--- src/rtl/scan_sequencer_if.sv ---
// Handshake bundle between the scan sequencer, the column selector and the row driver.
// The master modport is the sequencer's view; slave is the environment's view.
interface scan_sequencer_if #(
  parameter int COLUMN_NUMBER = 8,
  parameter int BIT_PLANES    = 4
);
  localparam int COL_W   = (COLUMN_NUMBER > 1) ? $clog2(COLUMN_NUMBER) : 1;
  localparam int PLANE_W = (BIT_PLANES > 1) ? $clog2(BIT_PLANES) : 1;

  logic               start;
  logic               cs_ready;
  logic               cs_select_first;
  logic               cs_select_next;
  logic               row_load;
  logic [COL_W-1:0]   row_col;
  logic [PLANE_W-1:0] row_plane;
  logic               row_done;
  logic               led_oe;
  logic               busy;
  logic               frame_done;

  modport master (
    input  start, cs_ready, row_done,
    output cs_select_first, cs_select_next, row_load, row_col, row_plane,
           led_oe, busy, frame_done
  );

  modport slave (
    output start, cs_ready, row_done,
    input  cs_select_first, cs_select_next, row_load, row_col, row_plane,
           led_oe, busy, frame_done
  );
endinterface

--- src/rtl/scan_sequencer.sv ---
// LED matrix scan sequencer: per column select, then per bit plane load rows, display for a
// binary-weighted on-time and blank. All outputs come straight from flops.
module scan_sequencer #(
  parameter int COLUMN_NUMBER  = 8,
  parameter int BIT_PLANES     = 4,
  parameter int BASE_ON_CYCLES = 8,
  parameter int BLANK_CYCLES   = 2
) (
  input  logic               clk,
  input  logic               rst,
  scan_sequencer_if.master   bus
);
  localparam int COL_W   = (COLUMN_NUMBER > 1) ? $clog2(COLUMN_NUMBER) : 1;
  localparam int PLANE_W = (BIT_PLANES > 1) ? $clog2(BIT_PLANES) : 1;
  localparam int ON_MAX  = BASE_ON_CYCLES << (BIT_PLANES - 1);
  localparam int CNT_MAX = (ON_MAX > BLANK_CYCLES) ? ON_MAX : BLANK_CYCLES;
  localparam int CNT_W   = $clog2(CNT_MAX + 1);

  typedef enum logic [2:0] {
    IDLE, SEL_WAIT, SEL_ACK, SEL_BUSY, LOAD, LOAD_WAIT, DISPLAY, BLANK
  } state_t;

  state_t             state_q, state_d;
  logic [COL_W-1:0]   col_q, col_d;
  logic [PLANE_W-1:0] plane_q, plane_d;
  logic [CNT_W-1:0]   cnt_q, cnt_d;
  logic               pending_q, pending_d;
  logic               sel_first_q, sel_first_d;
  logic               sel_next_q, sel_next_d;
  logic               row_load_q, row_load_d;
  logic               led_oe_q, led_oe_d;
  logic               busy_q, busy_d;
  logic               frame_done_q, frame_done_d;

  logic               last_col;
  logic               last_plane;
  logic [CNT_W-1:0]   on_load;

  assign last_col   = (col_q == COL_W'(COLUMN_NUMBER - 1));
  assign last_plane = (plane_q == PLANE_W'(BIT_PLANES - 1));
  // Counter runs down to zero, so it is preloaded with the cycle count minus one.
  assign on_load    = (CNT_W'(BASE_ON_CYCLES) << plane_q) - CNT_W'(1);

  always_comb begin
    state_d      = state_q;
    col_d        = col_q;
    plane_d      = plane_q;
    cnt_d        = cnt_q;
    pending_d    = pending_q;
    sel_first_d  = 1'b0;
    sel_next_d   = 1'b0;
    row_load_d   = 1'b0;
    frame_done_d = 1'b0;

    if (bus.start && (state_q != IDLE)) begin
      pending_d = 1'b1;
    end

    case (state_q)
      IDLE: begin
        if (bus.start) begin
          col_d   = '0;
          plane_d = '0;
          state_d = SEL_WAIT;
        end
      end
      SEL_WAIT: begin
        if (bus.cs_ready) begin
          sel_first_d = (col_q == '0);
          sel_next_d  = (col_q != '0);
          state_d     = SEL_ACK;
        end
      end
      SEL_ACK: begin
        // The selector may still report ready for a cycle after the pulse.
        state_d = SEL_BUSY;
      end
      SEL_BUSY: begin
        if (bus.cs_ready) begin
          row_load_d = 1'b1;
          state_d    = LOAD;
        end
      end
      LOAD: begin
        state_d = LOAD_WAIT;
      end
      LOAD_WAIT: begin
        if (bus.row_done) begin
          cnt_d   = on_load;
          state_d = DISPLAY;
        end
      end
      DISPLAY: begin
        if (cnt_q == '0) begin
          cnt_d   = CNT_W'(BLANK_CYCLES - 1);
          state_d = BLANK;
        end else begin
          cnt_d = cnt_q - CNT_W'(1);
        end
      end
      BLANK: begin
        if (cnt_q != '0) begin
          cnt_d = cnt_q - CNT_W'(1);
        end else if (!last_plane) begin
          plane_d    = plane_q + PLANE_W'(1);
          row_load_d = 1'b1;
          state_d    = LOAD;
        end else begin
          plane_d = '0;
          if (!last_col) begin
            col_d   = col_q + COL_W'(1);
            state_d = SEL_WAIT;
          end else begin
            frame_done_d = 1'b1;
            col_d        = '0;
            // A queued request (or one arriving right now) chains straight into the next frame.
            if (pending_q || bus.start) begin
              pending_d = 1'b0;
              state_d   = SEL_WAIT;
            end else begin
              state_d = IDLE;
            end
          end
        end
      end
      default: begin
        state_d = IDLE;
      end
    endcase

    led_oe_d = (state_d == DISPLAY);
    busy_d   = (state_d != IDLE);
  end

  always_ff @(posedge clk or posedge rst) begin
    if (rst) begin
      state_q      <= IDLE;
      col_q        <= '0;
      plane_q      <= '0;
      cnt_q        <= '0;
      pending_q    <= 1'b0;
      sel_first_q  <= 1'b0;
      sel_next_q   <= 1'b0;
      row_load_q   <= 1'b0;
      led_oe_q     <= 1'b0;
      busy_q       <= 1'b0;
      frame_done_q <= 1'b0;
    end else begin
      state_q      <= state_d;
      col_q        <= col_d;
      plane_q      <= plane_d;
      cnt_q        <= cnt_d;
      pending_q    <= pending_d;
      sel_first_q  <= sel_first_d;
      sel_next_q   <= sel_next_d;
      row_load_q   <= row_load_d;
      led_oe_q     <= led_oe_d;
      busy_q       <= busy_d;
      frame_done_q <= frame_done_d;
    end
  end

  assign bus.cs_select_first = sel_first_q;
  assign bus.cs_select_next  = sel_next_q;
  assign bus.row_load        = row_load_q;
  assign bus.row_col         = col_q;
  assign bus.row_plane       = plane_q;
  assign bus.led_oe          = led_oe_q;
  assign bus.busy            = busy_q;
  assign bus.frame_done      = frame_done_q;
endmodule

--- src/flat_wrapper.sv ---
// flat-port wrapper written by rule: the top's interface ports become plain ports
module scan_sequencer_flat 
#(
  parameter int COLUMN_NUMBER  = 8,
  parameter int BIT_PLANES     = 4,
  parameter int BASE_ON_CYCLES = 8,
  parameter int BLANK_CYCLES   = 2
)
  (clk, rst, bus_start, bus_cs_ready, bus_row_done, bus_cs_select_first, bus_cs_select_next, bus_row_load, bus_row_col, bus_row_plane, bus_led_oe, bus_busy, bus_frame_done);
  scan_sequencer_if #(.COLUMN_NUMBER(COLUMN_NUMBER), .BIT_PLANES(BIT_PLANES)) bus_i ();
  input  logic clk;
  input  logic rst;
  input wire logic [$bits(bus_i.start)-1:0] bus_start;
  input wire logic [$bits(bus_i.cs_ready)-1:0] bus_cs_ready;
  input wire logic [$bits(bus_i.row_done)-1:0] bus_row_done;
  output wire logic [$bits(bus_i.cs_select_first)-1:0] bus_cs_select_first;
  output wire logic [$bits(bus_i.cs_select_next)-1:0] bus_cs_select_next;
  output wire logic [$bits(bus_i.row_load)-1:0] bus_row_load;
  output wire logic [$bits(bus_i.row_col)-1:0] bus_row_col;
  output wire logic [$bits(bus_i.row_plane)-1:0] bus_row_plane;
  output wire logic [$bits(bus_i.led_oe)-1:0] bus_led_oe;
  output wire logic [$bits(bus_i.busy)-1:0] bus_busy;
  output wire logic [$bits(bus_i.frame_done)-1:0] bus_frame_done;
  assign bus_i.start = bus_start;
  assign bus_i.cs_ready = bus_cs_ready;
  assign bus_i.row_done = bus_row_done;
  assign bus_cs_select_first = bus_i.cs_select_first;
  assign bus_cs_select_next = bus_i.cs_select_next;
  assign bus_row_load = bus_i.row_load;
  assign bus_row_col = bus_i.row_col;
  assign bus_row_plane = bus_i.row_plane;
  assign bus_led_oe = bus_i.led_oe;
  assign bus_busy = bus_i.busy;
  assign bus_frame_done = bus_i.frame_done;
  scan_sequencer #(.COLUMN_NUMBER(COLUMN_NUMBER), .BIT_PLANES(BIT_PLANES), .BASE_ON_CYCLES(BASE_ON_CYCLES), .BLANK_CYCLES(BLANK_CYCLES)) u_core (.clk(clk), .rst(rst), .bus(bus_i));
endmodule
--- config.mk ---
export PLATFORM = sky130hd
export DESIGN_NAME = scan_sequencer_flat
export DESIGN_NICKNAME = d
export VERILOG_FILES = /design/src/rtl/scan_sequencer_if.sv /design/src/rtl/scan_sequencer.sv /design/src/flat_wrapper.sv
export SDC_FILE = /design/constraint.sdc
export NUM_CORES = 1
export LEC_CHECK = 0
export ABC_AREA = 1
export CORE_MARGIN = 1.5
export CORE_UTILIZATION = 49
export CTS_CLUSTER_SIZE = 40
export DETAILED_ROUTE_END_ITERATION = 8
export GPL_TIMING_DRIVEN = 0
export PLACE_DENSITY = 0.74
export RECOVER_POWER = 100
export SLEW_MARGIN = 20
export SYNTH_ARGS = -nofsm -noshare
export SYNTH_HDL_FRONTEND = slang
export SYNTH_SLANG_ARGS = --single-unit
export TNS_END_PERCENT = 10
--- constraint.sdc ---
create_clock -name clk -period 1.7 [get_ports clk]
set_clock_uncertainty 0.15 [all_clocks]
set_input_delay 0.34 -clock clk [delete_from_list [all_inputs] [get_ports clk]]
set_output_delay 0.34 -clock clk [all_outputs]
set_load 0.01 [all_outputs]
**Word level (Yosys, flattened, before mapping)**

Cells that the tools add are included.

- Add/sub/neg operators: 4
- Eq/ne operators: 15
- Shifts and indexed selects: 1
- Multiplexer cells: 41
- Reduce and logical (&&, ||, !) cells: 14

Operator list:

| kind | number |
|---|---|
| $mux W3 | 12 |
| $pmux W3 S8 | 1 |
| $mux W7 | 3 |
| $pmux W7 S3 | 1 |
| $eq A3 B3 Y1 const B | 6 |
| $mux W1 | 18 |
| $reduce_bool A3 Y1 | 4 |
| $logic_not A7 Y1 | 1 |
| $reduce_bool A7 Y1 | 1 |
| $shl A4 B2 Y7 const A | 1 |
| $sub A7 B1 Y7 const B | 1 |
| $sub A7 B2 Y7 const B | 1 |
| $eq A3 B2 Y1 const B | 2 |
| $logic_not A3 Y1 | 2 |
| $mux W2 | 3 |
| $ne A2 B2 Y1 const B | 3 |
| $pmux W3 S2 | 1 |
| $reduce_and A3 Y1 | 2 |
| $ne A2 B1 Y1 const B | 2 |
| $pmux W2 S2 | 1 |
| $reduce_and A4 Y1 | 1 |
| $add A3 B1 Y3 const B | 1 |
| $eq A3 B1 Y1 const B | 1 |
| $add A2 B1 Y2 const B | 1 |
| 5 further kinds | 5 |

- Register bits after elaboration: 22
- Input port bits: 5
- Output and inout port bits: 11
- Word-level logic and storage cells: 86

**Depth between registers and ports, before layout**

- Depth in word-level cells: 8
- Gate-level depth with buffers: 11

**Worst setup path after synthesis**

No wires, ideal clock.

- Kind: register -> register
- From: reg u_core.cnt_q[0]
- To: reg u_core.cnt_q[2]
- Library setup time: 0.120 ns
- Arrival: 1.426 ns
- Path slack: 0.004 ns
- Cell stages (with the launch flop): 11
- Period minus slack after synthesis: 1.696 ns
- Cells stage by stage: dfrtp_1 > inv_1 > ha_1 > inv_1 > nor2_1 > nand3_2 > nor2_2 > nor2_2 > buf_6 > o21ai_0 > inv_1

- Cells in the longest elaborated chain, start to end: 3
- Elaborated cells on any way between the ends: 8

Ends and longest elaborated chain:

| element | RTL line | RTL |
|---|---|---|
| from (decl) | scan_sequencer.sv:26 | `logic [CNT_W-1:0] cnt_q, cnt_d;` |
| from (signal assigned) | scan_sequencer.sv:152 | `cnt_q <= cnt_d;` |
| $sub A7 B1 Y7 (tied with other cells) | scan_sequencer.sv:98, scan_sequencer.sv:103 |  |
| $mux W7 (tied with other cells) | scan_sequencer.sv:102 | `if (cnt_q != '0) begin` |
| $pmux W7 S3 or $reduce_and A3 Y1 (tied branches) | - |  |

Parallel ways exist; a longest one is shown, timed or not. The select of a mux whose other input is x is not followed.
A chain may end at the register's enable or synchronous reset.

**Worst setup path in the final report**

- From: reg u_core.cnt_q[1]
- To: reg u_core.cnt_q[2]

Same word-level chain as after synthesis.

==> impl_summary.md <==
STA
The worst path uses 102.4% of the clock period. Based on the critical path, the design can be clocked at up to 0.5743 GHz. The least setup slack across all paths after layout is -0.04136 ns. The number of max-slew violations in the final report came to 0. Setup repair after global routing could not meet its margin everywhere.

The worst slew slack as a fraction of its limit is 44.29%. Counting I/O delays and the setup requirement, the final critical path takes 1.741 ns. The actual transition at the worst max-transition pin is 0.8347 ns. The worst hold slack after final layout is 0.3952 ns.

The final setup violation count is 8. The number of hold-slack violations in the final timing report is 0.

Pwr
In this run the static leakage power is 0.8846 nW. VDD sags by at most 0.3959 mV. The total design power is 0.0007941 W. The part of the power in combinational logic is 2.7%. The switching power summed over all nets is 0.0001798 W.

The switching part of the total is 22.64%. The internal portion of the total power is 0.0006144 W. The power density over cell area is 477.6 nW/um^2.

In this run, flip-flops and latches consume 65.9% of the power. The relative contribution of the clock network to total power is 31.4%.

Worst setup path
STA classifies the critical path startpoint as a register. The largest individual stage delay along the critical path comes from the cell dfrtp_1. The category of the most critical setup path is register to register. The worst register-to-register path has a setup slack of -0.04 ns. At the worst endpoint, the arrival time is 1.81 ns.

At the worst endpoint, the required time is 1.77 ns. The dominant cell type by count on the critical path is nor2_4. The critical path capture point type is a register. The buffers plus inverters on the worst setup path is 4.

In this run the worst path has a maximum fanout of 6. The delay of the slowest cell on the worst path is 0.43 ns. Walking the worst path, the cells encountered are inv_2 > ha_4 > inv_2 > nor2_4 > nand3_4 > nor2_4 > nor2_4 > buf_6 > o21ai_1 > inv_1. The critical path's top delay family is simple AND/OR/NAND/NOR gates.

Route
The post-detailed-route via-to-cell ratio is 5.169. The number of detailed-route iterations in the first pass is 4. After detailed routing, the number of remaining DRC violations is 0. The average wire per cell in the routed design is 12.28 um. The wire length after detailed routing is 2.899 mm. The antenna violation net count after detailed routing is 0. The violation count after the first detailed-routing iteration is 24.

Summing over every cut layer, the via total after detailed routing is 1220.

Clock network
In this run the number of H-tree levels came out at 1. The number of buffers on the longest clock path is 2. The clock slew at the register clock pins of the worst setup and hold paths is 0.12 ns.

The insertion delay of the later-clocked pin in the worst-skew pair is 0.32 ns. The root cell of the clock tree is clkbuf_4. The number of buffers inserted during clock tree synthesis is 3. The clock net sink count is 22.

The CTS tree is built.

Outcome
The checks that failed: negative setup slack. The flow ran to the end, but the final reports show violations.

GRT
The number of global-route vias before repair is 1183. The maximum number of pins on one net before global-route repair is 23. The first global-routing pass estimated 4.995 mm of wire. The number of antenna violations at the first check in global routing is 0. The global router's overall resource usage is 19.99%.

After global routing the overflow that remains totals 0.

Placement
The congestion estimate from routability-driven global placement came to 0.8240. At the placement stage, the worst setup path has a slack of -0.2168 ns. The detailed-placement wirelength estimate is 2.043 mm.

The placed instances occupy a cell area of 1530 sq um. The count of input and output buffers is 15.

Synth
The synthesized netlist net count is 195. The fraction of the yosys area taken by sequential cells is 41.01%. The synthesis warning total is 0. The synthesized netlist contains 22 unique library cells. Synthesis produced a netlist whose cell count is 182.

Dividing the synthesized area by the synthesized cell count gives 7.377 sq um. In this run the cell area of the synthesized design comes to 1343 sq um. The total of flip-flops plus latches after synthesis is 22.

Floorplan
For this configuration, the core starts out at a cell density of 52.75%. The core region is 2545 sq um. The floorplan step defined a die boundary enclosing 3063 sq um. The y dimension of the die is 55.35 um. 16 I/O pins were placed. Measured along the x axis, the die boundary spans 55.35 um. In this run the core area contains 18 standard-cell rows.

Cells and area
In the final layout, the multi-input gates occupy 709.4 sq um. The count of nets after finishing is 221. In the final layout, the share of cells above drive strength 1 is 16.50%. The layout overhead on the synthesized area is 23.86%. The commonest non-fill, non-tap cell in the layout is nand2_1. The area taken by flip-flops and latches is 550.5 sq um. After filler insertion, the fill cell instance count of the layout stands at 224. With fillers left out, the area of the finished cells amounts to 1663 sq um.

The core utilization of the finished layout is 65.34%. The number of antenna diodes is 0. The top cell types in the final layout, fill and taps aside, are nand2_1 (38), inv_1 (28), dfrtp_1 (22).

Flow run
The number of max-cap violations is 0.

Min path
The path class of the tightest hold or removal check is register to register.
worst register-to-register path: cells and delay by family, from the launching register on:
kind	cells	cell delay (ns)
AO/OA/AOI/OAI	1	0.11
buffers and inverters	4	0.31
flip-flops	1	0.43
AND/OR/NAND/NOR	4	0.51
adder cells (fa/ha/maj)	1	0.13
cells by family after synthesis:
kind of cell,Yosys count,synth area share (%)
adders and majority gates,8,7.456
buffers and inverters,37,11.56
DFF,22,41.01
xor gates and xnor gates,4,2.610
AOI/OAI and AO/OA,21,8.108
and+or+nand+nor,90,29.26
synth_stat cells:
| library cell | n | share of area (%) |
|---|---|---|
| nor3_1 | 3 | 1.1 |
| buf_2 | 1 | 0.37 |
| o21ai_0 | 18 | 6.7 |
| nand4_1 | 3 | 1.4 |
| a21oi_2 | 1 | 0.65 |
| nor2_2 | 3 | 1.4 |
| inv_2 | 2 | 0.56 |
| nand2_2 | 1 | 0.47 |
| nor2_1 | 19 | 5.3 |
| o21ai_1 | 1 | 0.37 |
| a21oi_1 | 1 | 0.37 |
| nand2_1 | 41 | 11 |
| nor3b_1 | 1 | 0.56 |
| nand3_2 | 1 | 0.75 |
| dfrtp_1 | 22 | 41 |
| ha_1 | 8 | 7.5 |
| inv_1 | 32 | 8.9 |
| buf_6 | 2 | 1.7 |
| and3_1 | 1 | 0.47 |
| xnor2_1 | 2 | 1.3 |
| nand3_1 | 17 | 6.3 |
| xor2_1 | 2 | 1.3 |
cell type report:
cell class / count / area share [%]
Clock buffer: 3 / 1.354
Tap cell: 30 / 2.257
Multi-Input combinational cell: 123 / 42.66
Inverter: 34 / 7.675
Sequential cell: 22 / 33.11
Buffer: 3 / 1.655
Timing Repair Buffer: 21 / 11.29
worst paths after layout:
| check | from | end | cells after the start |
|---|---|---|---|
| setup / recovery | u_core.cnt_q[1]$_DFFE_PP0P_ | u_core.cnt_q[2]$_DFFE_PP0P_ | 10 |
| max in group asynchronous | rst | u_core.state_q[1]$_DFF_PP0_ | 2 |
| min in group asynchronous | rst | u_core.bus.row_load$_DFF_PP0_ | 2 |
| hold reg to reg | u_core.cnt_q[1]$_DFFE_PP0P_ | u_core.cnt_q[1]$_DFFE_PP0P_ | 2 |
| hold / removal | u_core.cnt_q[1]$_DFFE_PP0P_ | u_core.cnt_q[1]$_DFFE_PP0P_ | 2 |
| setup reg to reg | u_core.cnt_q[1]$_DFFE_PP0P_ | u_core.cnt_q[2]$_DFFE_PP0P_ | 10 |
power groups by stage:
| stage | combinational, W | clock [W] | sequential, W |
|---|---|---|---|
| final | 0.0000218 | 0.000249 | 0.000523 |
| after global routing | 0.0000254 | 0.000271 | 0.000523 |
| after CTS | 0.0000230 | 0.000248 | 0.000523 |
| after detailed placement | 0.0000229 | 0 | 0.000533 |
| after global placement | 0.0000224 | 0 | 0.000533 |
| after floorplan | 0.00000911 | 0 | 0.000533 |
stage by stage:
step           setup TNS [ns]  std cells
4_1_cts              -0.02834        234
3_3_place_gp           -1.834        227
2_1_floorplan               0        182
6_report              -0.2290        236
3_5_place_dp           -2.026        227
5_1_grt                -1.434        236
sequential cells by signal, indices dropped and copies added, names as in the netlist:
| register | count |
|---|---|
| u_core.bus.cs_select_first | 1 |
| u_core.bus.row_plane | 2 |
| u_core.bus.cs_select_next | 1 |
| u_core.bus.row_load | 1 |
| u_core.bus.row_col | 3 |
| u_core.bus.frame_done | 1 |
| u_core.bus.busy | 1 |
| u_core.state_q | 3 |
| u_core.pending_q | 1 |
| u_core.cnt_q | 7 |
| u_core.bus.led_oe | 1 |
layer usage:
layer  vias to the layer above  GRT usage, %  share of wire, %
met4                         0         6.272               1.3
met5                         -             0                 0
met3                         5         2.342               2.4
li1                        619             -                 -
met1                       577         27.04                47
met2                        19         33.33                49
repair_timing:
action / 4_1_cts / 5_1_grt
buffers inserted: 4 / 1
cloned: 0 / 1
pin swaps: 1 / 6
hold buffers: 0 / 0
endpoints found under the setup margin: 21 / 19
gates resized for setup: 11 / 26
(Power assumes the default switching activity.)
